===== src/rtl/ym3014_pkg.sv =====
`default_nettype none
// ============================================================================
// Module      : ym3014_pkg
// Description : Shared frame geometry for the YM3014 serial DAC bus. The
//               serializer and this receiver both take their field offsets
//               from here.
// Revision    : 1.0 - initial release
// ============================================================================
package ym3014_pkg;

    localparam int FRAME_BITS = 18;
    localparam int PAD_BITS   = 5;
    localparam int MANT_BITS  = 10;
    localparam int EXP_BITS   = 3;

    // Field offsets within the frame word (bit 0 is first on the wire)
    localparam int PAD_LSB  = 0;
    localparam int PAD_MSB  = PAD_LSB + PAD_BITS - 1;
    localparam int MANT_LSB = PAD_MSB + 1;
    localparam int MANT_MSB = MANT_LSB + MANT_BITS - 1;
    localparam int EXP_LSB  = MANT_MSB + 1;
    localparam int EXP_MSB  = EXP_LSB + EXP_BITS - 1;

    localparam logic [EXP_BITS-1:0] EXP_RESERVED = 3'd0;

    // Bit counter geometry
    localparam int            CNT_BITS   = 5;
    localparam logic [4:0]    CNT_MAX    = 5'd31;
    localparam logic [4:0]    CNT_FRAME  = 5'(FRAME_BITS);

    // Frame word, MSB first so that member order matches wire order reversed
    typedef struct packed {
        logic [EXP_BITS-1:0]  exp;
        logic [MANT_BITS-1:0] mant;
        logic [PAD_BITS-1:0]  pad;
    } frame_t;

endpackage
`default_nettype wire


===== src/rtl/ym3014_rx_if.sv =====
`default_nettype none
// ============================================================================
// Module      : ym3014_rx_if
// Description : YM3014 DAC bus pins plus the decoded sample stream.
//   iDacClk   : serial bit clock, SD sampled on its rising edge
//   iDacLoad  : frame strobe, falling edge ends a frame
//   iDacSd    : serial data, LSB first
//   oSample   : signed 16-bit linear sample, holds last valid value
//   oValid    : one-cycle strobe when oSample updates
//   oFrameErr : one-cycle strobe when a frame is rejected
//   master    : bus driver / sample consumer side
//   slave     : receiver side
// Revision    : 1.0 - initial release
// ============================================================================
interface ym3014_rx_if;

    logic        iDacClk;
    logic        iDacLoad;
    logic        iDacSd;
    logic [15:0] oSample;
    logic        oValid;
    logic        oFrameErr;

    modport master (
        output iDacClk, iDacLoad, iDacSd,
        input  oSample, oValid, oFrameErr
    );

    modport slave (
        input  iDacClk, iDacLoad, iDacSd,
        output oSample, oValid, oFrameErr
    );

endinterface
`default_nettype wire


===== src/rtl/ym3014_decode.sv =====
`default_nettype none
// ============================================================================
// Module      : ym3014_decode
// Description : Combinational YM3014 floating-point to 16-bit linear
//               conversion.
//   i_mant   : mantissa field f[9:0] (offset-binary)
//   i_exp    : exponent code c[2:0]
//   o_sample : signed 16-bit linear value
// Revision    : 1.0 - initial release
// ============================================================================
module ym3014_decode
    import ym3014_pkg::*;
(
    input  wire logic [MANT_BITS-1:0] i_mant,
    input  wire logic [EXP_BITS-1:0]  i_exp,
    output logic      [15:0]          o_sample
);

    // Offset-binary mantissa to two's complement: flip the top bit
    logic [MANT_BITS-1:0] w_mant_sc;
    logic [15:0]          w_mant_ext;

    assign w_mant_sc  = {~i_mant[MANT_BITS-1], i_mant[MANT_BITS-2:0]};
    assign w_mant_ext = {{(16-MANT_BITS){w_mant_sc[MANT_BITS-1]}}, w_mant_sc};

    // c=7 only ever carries a normalised mantissa, so the shift cannot
    // overflow 16 bits. The reserved code decodes to silence.
    always_comb begin
        o_sample = '0;
        if (i_exp != EXP_RESERVED) begin
            o_sample = w_mant_ext << (i_exp - 3'd1);
        end
    end

endmodule
`default_nettype wire


===== src/rtl/ym3014_rx.sv =====
`default_nettype none
// ============================================================================
// Module      : ym3014_rx
// Description : YM3014 serial DAC bus receiver. Synchronises the bus pins,
//               deserialises 18-bit frames and converts them to signed
//               16-bit linear PCM.
//   iClk  : system clock, at least 4x the DAC bit clock
//   iRstn : asynchronous active-low reset
//   bus   : ym3014_rx_if.slave (DAC pins in, sample stream out)
// Parameters:
//   SYNC_STAGES : flops per input synchroniser (minimum 2)
// Revision    : 1.0 - initial release
// ============================================================================
module ym3014_rx
    import ym3014_pkg::*;
#(
    parameter int SYNC_STAGES = 2
) (
    input  wire logic   iClk,
    input  wire logic   iRstn,
    ym3014_rx_if.slave  bus
);

    // ------------------------------------------------------------------
    // Input synchronisers with history flops
    // ------------------------------------------------------------------
    logic [SYNC_STAGES-1:0] r_clk_sync;
    logic [SYNC_STAGES-1:0] r_load_sync;
    logic [SYNC_STAGES-1:0] r_sd_sync;
    logic                   r_clk_hist;
    logic                   r_load_hist;

    // Registered edge strobes, with SD captured alongside the CLOCK rise
    logic                   r_clk_rise;
    logic                   r_load_fall;
    logic                   r_sd_cap;

    // CLOCK idles high and LOAD low after reset, so neither chain can
    // present an edge of interest until the pins actually move.
    always_ff @(posedge iClk or negedge iRstn) begin
        if (!iRstn) begin
            r_clk_sync  <= '1;
            r_load_sync <= '0;
            r_sd_sync   <= '0;
            r_clk_hist  <= 1'b1;
            r_load_hist <= 1'b0;
            r_clk_rise  <= 1'b0;
            r_load_fall <= 1'b0;
            r_sd_cap    <= 1'b0;
        end else begin
            r_clk_sync  <= {r_clk_sync[SYNC_STAGES-2:0],  bus.iDacClk};
            r_load_sync <= {r_load_sync[SYNC_STAGES-2:0], bus.iDacLoad};
            r_sd_sync   <= {r_sd_sync[SYNC_STAGES-2:0],   bus.iDacSd};
            r_clk_hist  <= r_clk_sync[SYNC_STAGES-1];
            r_load_hist <= r_load_sync[SYNC_STAGES-1];
            r_clk_rise  <= r_clk_sync[SYNC_STAGES-1] & ~r_clk_hist;
            r_load_fall <= ~r_load_sync[SYNC_STAGES-1] & r_load_hist;
            r_sd_cap    <= r_sd_sync[SYNC_STAGES-1];
        end
    end

    // ------------------------------------------------------------------
    // Bit capture and frame close
    // ------------------------------------------------------------------
    logic [FRAME_BITS-1:0] r_shift;
    logic [CNT_BITS-1:0]   r_cnt;
    frame_t                r_word;
    logic                  r_go;
    logic                  r_err_pend;

    // Next-state of shift/count including this cycle's bit, so a LOAD fall
    // coinciding with the last CLOCK rise closes on the completed frame.
    logic [FRAME_BITS-1:0] w_shift_nxt;
    logic [CNT_BITS-1:0]   w_cnt_nxt;

    assign w_shift_nxt = r_clk_rise ? {r_sd_cap, r_shift[FRAME_BITS-1:1]} : r_shift;
    assign w_cnt_nxt   = (r_clk_rise && (r_cnt != CNT_MAX)) ? r_cnt + 5'd1 : r_cnt;

    always_ff @(posedge iClk or negedge iRstn) begin
        if (!iRstn) begin
            r_shift    <= '0;
            r_cnt      <= '0;
            r_word     <= '0;
            r_go       <= 1'b0;
            r_err_pend <= 1'b0;
        end else begin
            r_shift    <= w_shift_nxt;
            r_cnt      <= w_cnt_nxt;
            r_go       <= 1'b0;
            r_err_pend <= 1'b0;
            if (r_load_fall) begin
                r_cnt <= '0;
                if (w_cnt_nxt == CNT_FRAME) begin
                    r_word <= w_shift_nxt;
                    r_go   <= 1'b1;
                end else begin
                    r_err_pend <= 1'b1;
                end
            end
        end
    end

    // Pad bits travel on the wire but carry no information
    logic w_unused_pad;
    assign w_unused_pad = ^r_word.pad;

    // ------------------------------------------------------------------
    // Decode and output registers
    // ------------------------------------------------------------------
    logic [15:0] w_dec_sample;
    logic [15:0] r_sample;
    logic        r_valid;
    logic        r_frame_err;

    ym3014_decode u_decode (
        .i_mant   (r_word.mant),
        .i_exp    (r_word.exp),
        .o_sample (w_dec_sample)
    );

    always_ff @(posedge iClk or negedge iRstn) begin
        if (!iRstn) begin
            r_sample    <= '0;
            r_valid     <= 1'b0;
            r_frame_err <= 1'b0;
        end else begin
            r_valid     <= r_go;
            r_frame_err <= r_err_pend;
            if (r_go) begin
                r_sample <= w_dec_sample;
            end
        end
    end

    assign bus.oSample   = r_sample;
    assign bus.oValid    = r_valid;
    assign bus.oFrameErr = r_frame_err;

endmodule
`default_nettype wire


===== src/flat_wrapper.sv =====
// flat-port wrapper written by rule: the top's interface ports become plain ports
module ym3014_rx_flat import ym3014_pkg::*;
#(
    parameter int SYNC_STAGES = 2
)
  (iClk, iRstn, bus_iDacClk, bus_iDacLoad, bus_iDacSd, bus_oSample, bus_oValid, bus_oFrameErr);
  ym3014_rx_if bus_i ();
  input  wire logic iClk;
  input  wire logic iRstn;
  input wire logic [$bits(bus_i.iDacClk)-1:0] bus_iDacClk;
  input wire logic [$bits(bus_i.iDacLoad)-1:0] bus_iDacLoad;
  input wire logic [$bits(bus_i.iDacSd)-1:0] bus_iDacSd;
  output wire logic [$bits(bus_i.oSample)-1:0] bus_oSample;
  output wire logic [$bits(bus_i.oValid)-1:0] bus_oValid;
  output wire logic [$bits(bus_i.oFrameErr)-1:0] bus_oFrameErr;
  assign bus_i.iDacClk = bus_iDacClk;
  assign bus_i.iDacLoad = bus_iDacLoad;
  assign bus_i.iDacSd = bus_iDacSd;
  assign bus_oSample = bus_i.oSample;
  assign bus_oValid = bus_i.oValid;
  assign bus_oFrameErr = bus_i.oFrameErr;
  ym3014_rx #(.SYNC_STAGES(SYNC_STAGES)) u_core (.iClk(iClk), .iRstn(iRstn), .bus(bus_i));
endmodule

===== config.mk =====
export PLATFORM = sky130hd
export DESIGN_NAME = ym3014_rx_flat
export DESIGN_NICKNAME = d
export VERILOG_FILES = /design/src/rtl/ym3014_pkg.sv /design/src/rtl/ym3014_rx_if.sv /design/src/rtl/ym3014_decode.sv /design/src/rtl/ym3014_rx.sv /design/src/flat_wrapper.sv
export SDC_FILE = /design/constraint.sdc
export NUM_CORES = 1
export LEC_CHECK = 0
export ABC_AREA = 1
export BUFFER_PORTS_ARGS = -buffer_cell sky130_fd_sc_hd__buf_2
export CAP_MARGIN = 15
export CORE_MARGIN = 2
export CORE_UTILIZATION = 50
export DETAILED_ROUTE_END_ITERATION = 16
export HOLD_SLACK_MARGIN = 0.03
export PLACE_DENSITY = 0.71
export SLEW_MARGIN = 10
export SYNTH_ARGS = -nofsm -noshare
export SYNTH_HDL_FRONTEND = slang
export SYNTH_HIERARCHICAL = 1
export SYNTH_SLANG_ARGS = --single-unit

===== constraint.sdc =====
create_clock -name iClk -period 1.75 [get_ports iClk]
set_clock_uncertainty 0.05 [all_clocks]
set_input_delay 0.175 -clock iClk [delete_from_list [all_inputs] [get_ports iClk]]
set_output_delay 0.175 -clock iClk [all_outputs]
set_load 0.01 [all_outputs]

======== After elaboration in Yosys (flattened, before gate mapping) ========
Index checks and enable logic that the tools add are counted.
cells by class
  $add $sub $neg .......................... 2
  equal/unequal tests ..................... 2
  shift-type cells ........................ 1
  muxes and demuxes ....................... 8
  bitwise gates (word level) .............. 5
  reductions and logical operators ........ 3
operators by type and width
  kind                                              number
  two-way mux 18 bit                                1
  two-way mux 16 bit                                1
  << shifter 16 x 3 -> 16 bit                       1
  two-way mux 5 bit                                 2
  adder 5 x 1 -> 5 bit, second input constant       1
  == test 5 bit, second input constant              1
  != test 5 bit, second input constant              1
  two-way mux 1 bit                                 4
  inverter 1 bit                                    3
  nonzero test 3 bit                                1
  subtractor 3 x 1 -> 3 bit, second input constant  1
  bitwise AND 1 bit                                 2
  AND reduction 2 bit                               1
  logical AND 1 bit                                 1
word-level totals
  register bits ........................... 67
  output and inout port bits .............. 18

======== Logic depth before layout (Yosys ltp) ========
  depth in word-level cells ............... 6
  mapped depth ............................ 14
  depth with buffers taken out ............ 13

======== Modules after synthesis ========
The synthesis kept the hierarchy.
modules (own cells, without submodules)
  module         instances  cells an instance  area each (um2)  seq. area each (um2)
  ym3014_rx      1          198                2341.0           1555.2
  ym3014_decode  1          118                519.2            0.0

======== Least setup slack after synthesis ========
Ideal clock, no wire load.
  path type ............................... flip-flop to flip-flop
  start ................................... register u_core.r_cnt[0]
  end ..................................... register u_core/r_word[15] (netlist name)
  setup time .............................. 0.117 ns
  arrival time ............................ 1.771 ns
  data required time ...................... 1.583 ns
  slack ................................... -0.188 ns
  stages on the path, launching flop included .. 14
  path buffers ............................ 1
  period minus slack after synthesis ...... 1.938 ns
  path through ............................ dfrtp_1 -> ha_1 -> inv_1 -> nor3_1 -> ha_1 -> inv_2 -> nand2_1 -> o21ai_1 -> nand2_1 -> nor2_4 -> nand3_4 -> buf_6 -> nand2_1 -> nand2_1
between the ends
  longest elaborated chain between the ends .. 5
RTL lines
  item                                                                          RTL line         text
  start: declaration                                                            ym3014_rx.sv:66  logic [CNT_BITS-1:0] r_cnt;
  start signal: assignment                                                      ym3014_rx.sv:88  r_cnt <= w_cnt_nxt;
  parallel branches: the longest is 2 deep, another holds adder 5 x 1 -> 5 bit  n/a
  two-way mux 5 bit *                                                           ym3014_rx.sv:77  assign w_cnt_nxt = (r_clk_rise && (r_cnt != CNT_MAX)) ? r_cnt + 5'd1 : r_cnt;
  == test 5 bit *                                                               ym3014_rx.sv:93  if (w_cnt_nxt == CNT_FRAME) begin
  AND reduction 2 bit (no source line) *                                        n/a
  end signal: assignment                                                        ym3014_rx.sv:94  r_word <= w_shift_nxt;
  end: declaration                                                              ym3014_rx.sv:67  frame_t r_word;
Every way passes the cells marked *.
A chain may end at the register's enable or synchronous reset.

======== Worst setup path after layout ========
  start ................................... register u_core.r_cnt[0]
  end ..................................... register u_core/r_word[11] (netlist name)
The elaborated chain is that of the path after synthesis.

==> flow_summary.yaml <==
outcome:
  run_status: "complete, but fails checks"
  violated_checks: "setup timing"
clocking:
  clkSlewWorstSetupHoldPaths_ns: 0.07
  cts-root-to-sink-buffers: 2
  cts-root-buf: "clkbuf_8"
  tritoncts.num_buffers: 9
  cts_tree: "built"
  worst_skew_pair.late_latency_ns: 0.33
  clkSinkCount: 62
  clock_tree.htree_level_count: 3
logic_synthesis:
  synth.top_cells.by_area: "dfrtp_1, nand2_1, mux2_2, inv_1, nand3_1"
  synthesis.yosys.warnings: 6
  post_synth_num_cell_types: 26
  most_numerous_cell_in_the_yosys_netlist: "nand2_1"
  synth_sequential_area_ratio: 0.544
  syn_area_per_cell_sq_um: 9.05
  syn-num-nets: 325
  synth_commonest_cells: "nand2_1, dfrtp_1, inv_1"
  synth_top_area_cell: "dfrtp_1"
  synth_top_area_frac: 0.516
  synth_async_sr_flop_share: 1.00
  netlist_instances: 316
  synth_seq_cells: 62
  post_synth_edffs: 0
  synthesis.area_sq_mm: 0.00286
  synth_ff_type: "dfrtp_1"
power:
  power_density_mw_per_mm2: 836
  leakagePower_nw: 1.89
  vdd_ir_drop_max_mv: 0.649
drt:
  drt_iter0_drc: 93
  routed_wirelength_microns: 5760
  via_count: 2244
  drt_pass1_iterations: 5
  ant_nets: 0
  detail_route.drc_violations: 0
  post_drt_via_cell_ratio: 5.02
  routedWlPerCell_microns: 12.9
sta:
  slew_viol_final: 0
  clock.fmax_ghz: 0.497
  hold_viol_final: 0
  timing.final.crit_period_ns: 2.01
  final_layout_setup_total_negative_slack_ns: -3.82
  slew_at_the_pin_closest_to_its_max_slew_limit_ns: 0.673
  setup_ws_post_layout_ns: -0.261
  grt_setup_unrepaired: "yes"
  maxSlewHeadroom: 0.551
  timing.final.crit_share: 1.15
  setup-violations-final: 17
global_routing:
  antenna_violations_before_repair: 0
  globalRoute.totalOverflow: 0
  maximum_number_of_pins_on_one_net_before_global_route_repair: 26
  first_global_vias: 2225
  first_pass_grt_wire_length_microns: 9850
  grt_util_all_layers: 0.203
floorplan:
  core-area_sq_mm: 0.00551
  std_cell_rows: 27
  die_x_microns: 79.6
  top_level_ports: 23
  fp.dieH_microns: 79.6
  die_footprint_sq_mm: 0.00634
  floorplan.initialDensity: 0.519
final_layout:
  seq_area_sq_mm: 0.00156
  final_core_utilization: 0.653
  ant_diodes: 0
  num-fill-cells: 419
  multiInputGateArea_sq_mm: 0.00121
  drive_gt1_frac: 0.323
  final_net_count: 379
  syn_to_final_growth_pct: 25.8
placed_design:
  dp_slack_ns: -0.210
  detailedPlacementHpwl_microns: 3920
  gp_congestion: 0.859
  portBuffers: 22
worst_setup_path:
  r2r_setup_slack_ns: -0.26
  worst_path_dominant_cell_family: "simple AND/OR/NAND/NOR gates"
  critPathKind: "flop to flop"
  crit_fanout: 7
  reg2reg_depth: 12
  timing.critical_path.arrival_ns: 2.19
  critical_path.cell_chain: "ha_2, inv_2, nor3_2, ha_2, inv_4, nand3_2, nand2_2, nand3_2, nor2_4, nand3_4, nand2_2, nand2_1"
  r2r_start: "u_core/r_cnt[0]"
  critical_path.max_stage_delay_ns: 0.39
  setup.worst_path.start_class: "flop"
  path_buf_inv: 2
  worst_ep_required_time_ns: 1.92
  critical_path_endpoint_category: "flop"
  timing.critical_path.slowest_stage_cell: "dfrtp_1"
  crit-reg2reg-capture: "u_core/r_word[11]"
min_path:
  timing.hold.worst.start: "u_core/r_sd_sync[1]"
  depth_of_the_worst_hold_timing_path: 0
  whs_endpoint: "u_core/r_sd_cap"
  holdCritPathClass: "flop to flop"
run:
  maxCapViolations: 0
==> cell usage in the layout, fill, tap and decap left out, types with 4 or more instances in the layout <==
| master | n |
|---|---|
| dlygate4sd3_1 | 4 |
| buf_4 | 25 |
| nand4_1 | 14 |
| dfrtp_1 | 59 |
| inv_2 | 4 |
| buf_2 | 22 |
| a21oi_1 | 11 |
| nand3_1 | 20 |
| nand2_2 | 13 |
| nor2_1 | 15 |
| mux2_2 | 17 |
| inv_1 | 26 |
| nand2_1 | 93 |
| clkbuf_8 | 10 |
| o21ai_0 | 7 |
==> worst register-to-register path, stage by stage (launching register included) <==
cell     delay (ns)
dfrtp_1        0.39
ha_2           0.19
inv_2          0.06
nor3_2         0.04
ha_2           0.18
inv_4          0.10
nand3_2        0.13
nand2_2        0.12
nand3_2        0.09
nor2_4         0.21
nand3_4        0.16
nand2_2        0.13
nand2_1        0.05
==> power breakdown <==
part           leakage (nW)  total [mW]  switching [mW]  internal [mW]
Combinational         0.991       0.253           0.146          0.107
Clock                0.0964        1.20           0.511          0.692
Sequential            0.806        1.55          0.0365           1.52
Total                  1.89        3.01           0.693           2.32
==> logic make-up (layout without fill, tap and decap cells) <==
group                      Yosys count  in the layout  synth area share
AOI/OAI and AO/OA                   21             21            0.0416
DFF                                 62             62             0.544
adders and majority gates            4              4            0.0175
buffers and inverters               45            103            0.0700
muxes                               17             17            0.0669
and+or+nand+nor                    167            168             0.260
==> worst max-delay path by stage <==
stage                             end  slack (ns)       startpoint  depth (start not counted)
floorplan           u_core/r_word[15]       -0.14  u_core/r_cnt[0]                         14
global placement          u_core/r_go       -0.10  u_core/r_cnt[1]                         12
detailed placement   u_core/r_word[5]       -0.21  u_core/r_cnt[1]                         13
CTS                  u_core/r_word[5]       -0.20  u_core/r_cnt[0]                         12
global route         u_core/r_word[5]       -0.39  u_core/r_cnt[0]                         13
finish              u_core/r_word[11]       -0.26  u_core/r_cnt[0]                         12
==> registers in the layout (all words and copies together) (netlist names) <==
| register | cells |
|---|---|
| u_core/r_load_hist | 1 |
| u_core/r_shift | 13 |
| u_core/r_go | 1 |
| u_core/r_clk_rise | 1 |
| u_core/r_word | 13 |
| u_core/r_load_sync | 2 |
| u_core/r_sd_sync | 2 |
| u_core/bus.oValid | 1 |
| u_core/bus.oSample | 16 |
| u_core/r_err_pend | 1 |
| u_core/r_load_fall | 1 |
| u_core/r_clk_hist | 1 |
| u_core/r_clk_sync | 2 |
| u_core/r_sd_cap | 1 |
| u_core/bus.oFrameErr | 1 |
| u_core/r_cnt | 5 |
==> through the flow <==
stage | area (sq um) | hold slack, ns | cells | power [mW]
6_report | 3600 | 0.296 | 447 | 3.01
5_1_grt | 3600 | 0.308 | 447 | 3.15
4_1_cts | 3510 | 0.298 | 443 | 3.04
3_5_place_dp | 3190 | 0.146 | 417 | 1.79
3_3_place_gp | 3190 | 0.133 | 417 | 1.78
2_1_floorplan | 2880 | -0.171 | 316 | 1.68
==> per-layer routing <==
metal,part of all wire,track usage,vias to the layer above,wire (microns)
li1,-,-,1122,-
met1,0.44,0.249,1068,2540
met2,0.51,0.325,44,2910
met3,0.039,0.0690,10,223
met4,0.014,0.0879,0,78
met5,0,0,-,0
==> what timing repair did <==
action                                  in CTS  in global routing
setup buffers                                4                  3
gates resized for setup                     11                 12
endpoints found under the setup margin      16                 30
hold endpoints to repair                    22                  0
pin swaps                                   10                  2
hold buffers                                 4                  0
cloned                                       2                  1
==> area by class of cell <==
type                       count  share of cell area
sequential                    62               0.432
multi-input combinational    210               0.336
timing repair buffer          56               0.121
clock buffer                  12              0.0403
inverter                      31              0.0330
tap                           72              0.0250
clock inverter                 4              0.0132
(Power assumes the default switching activity.)
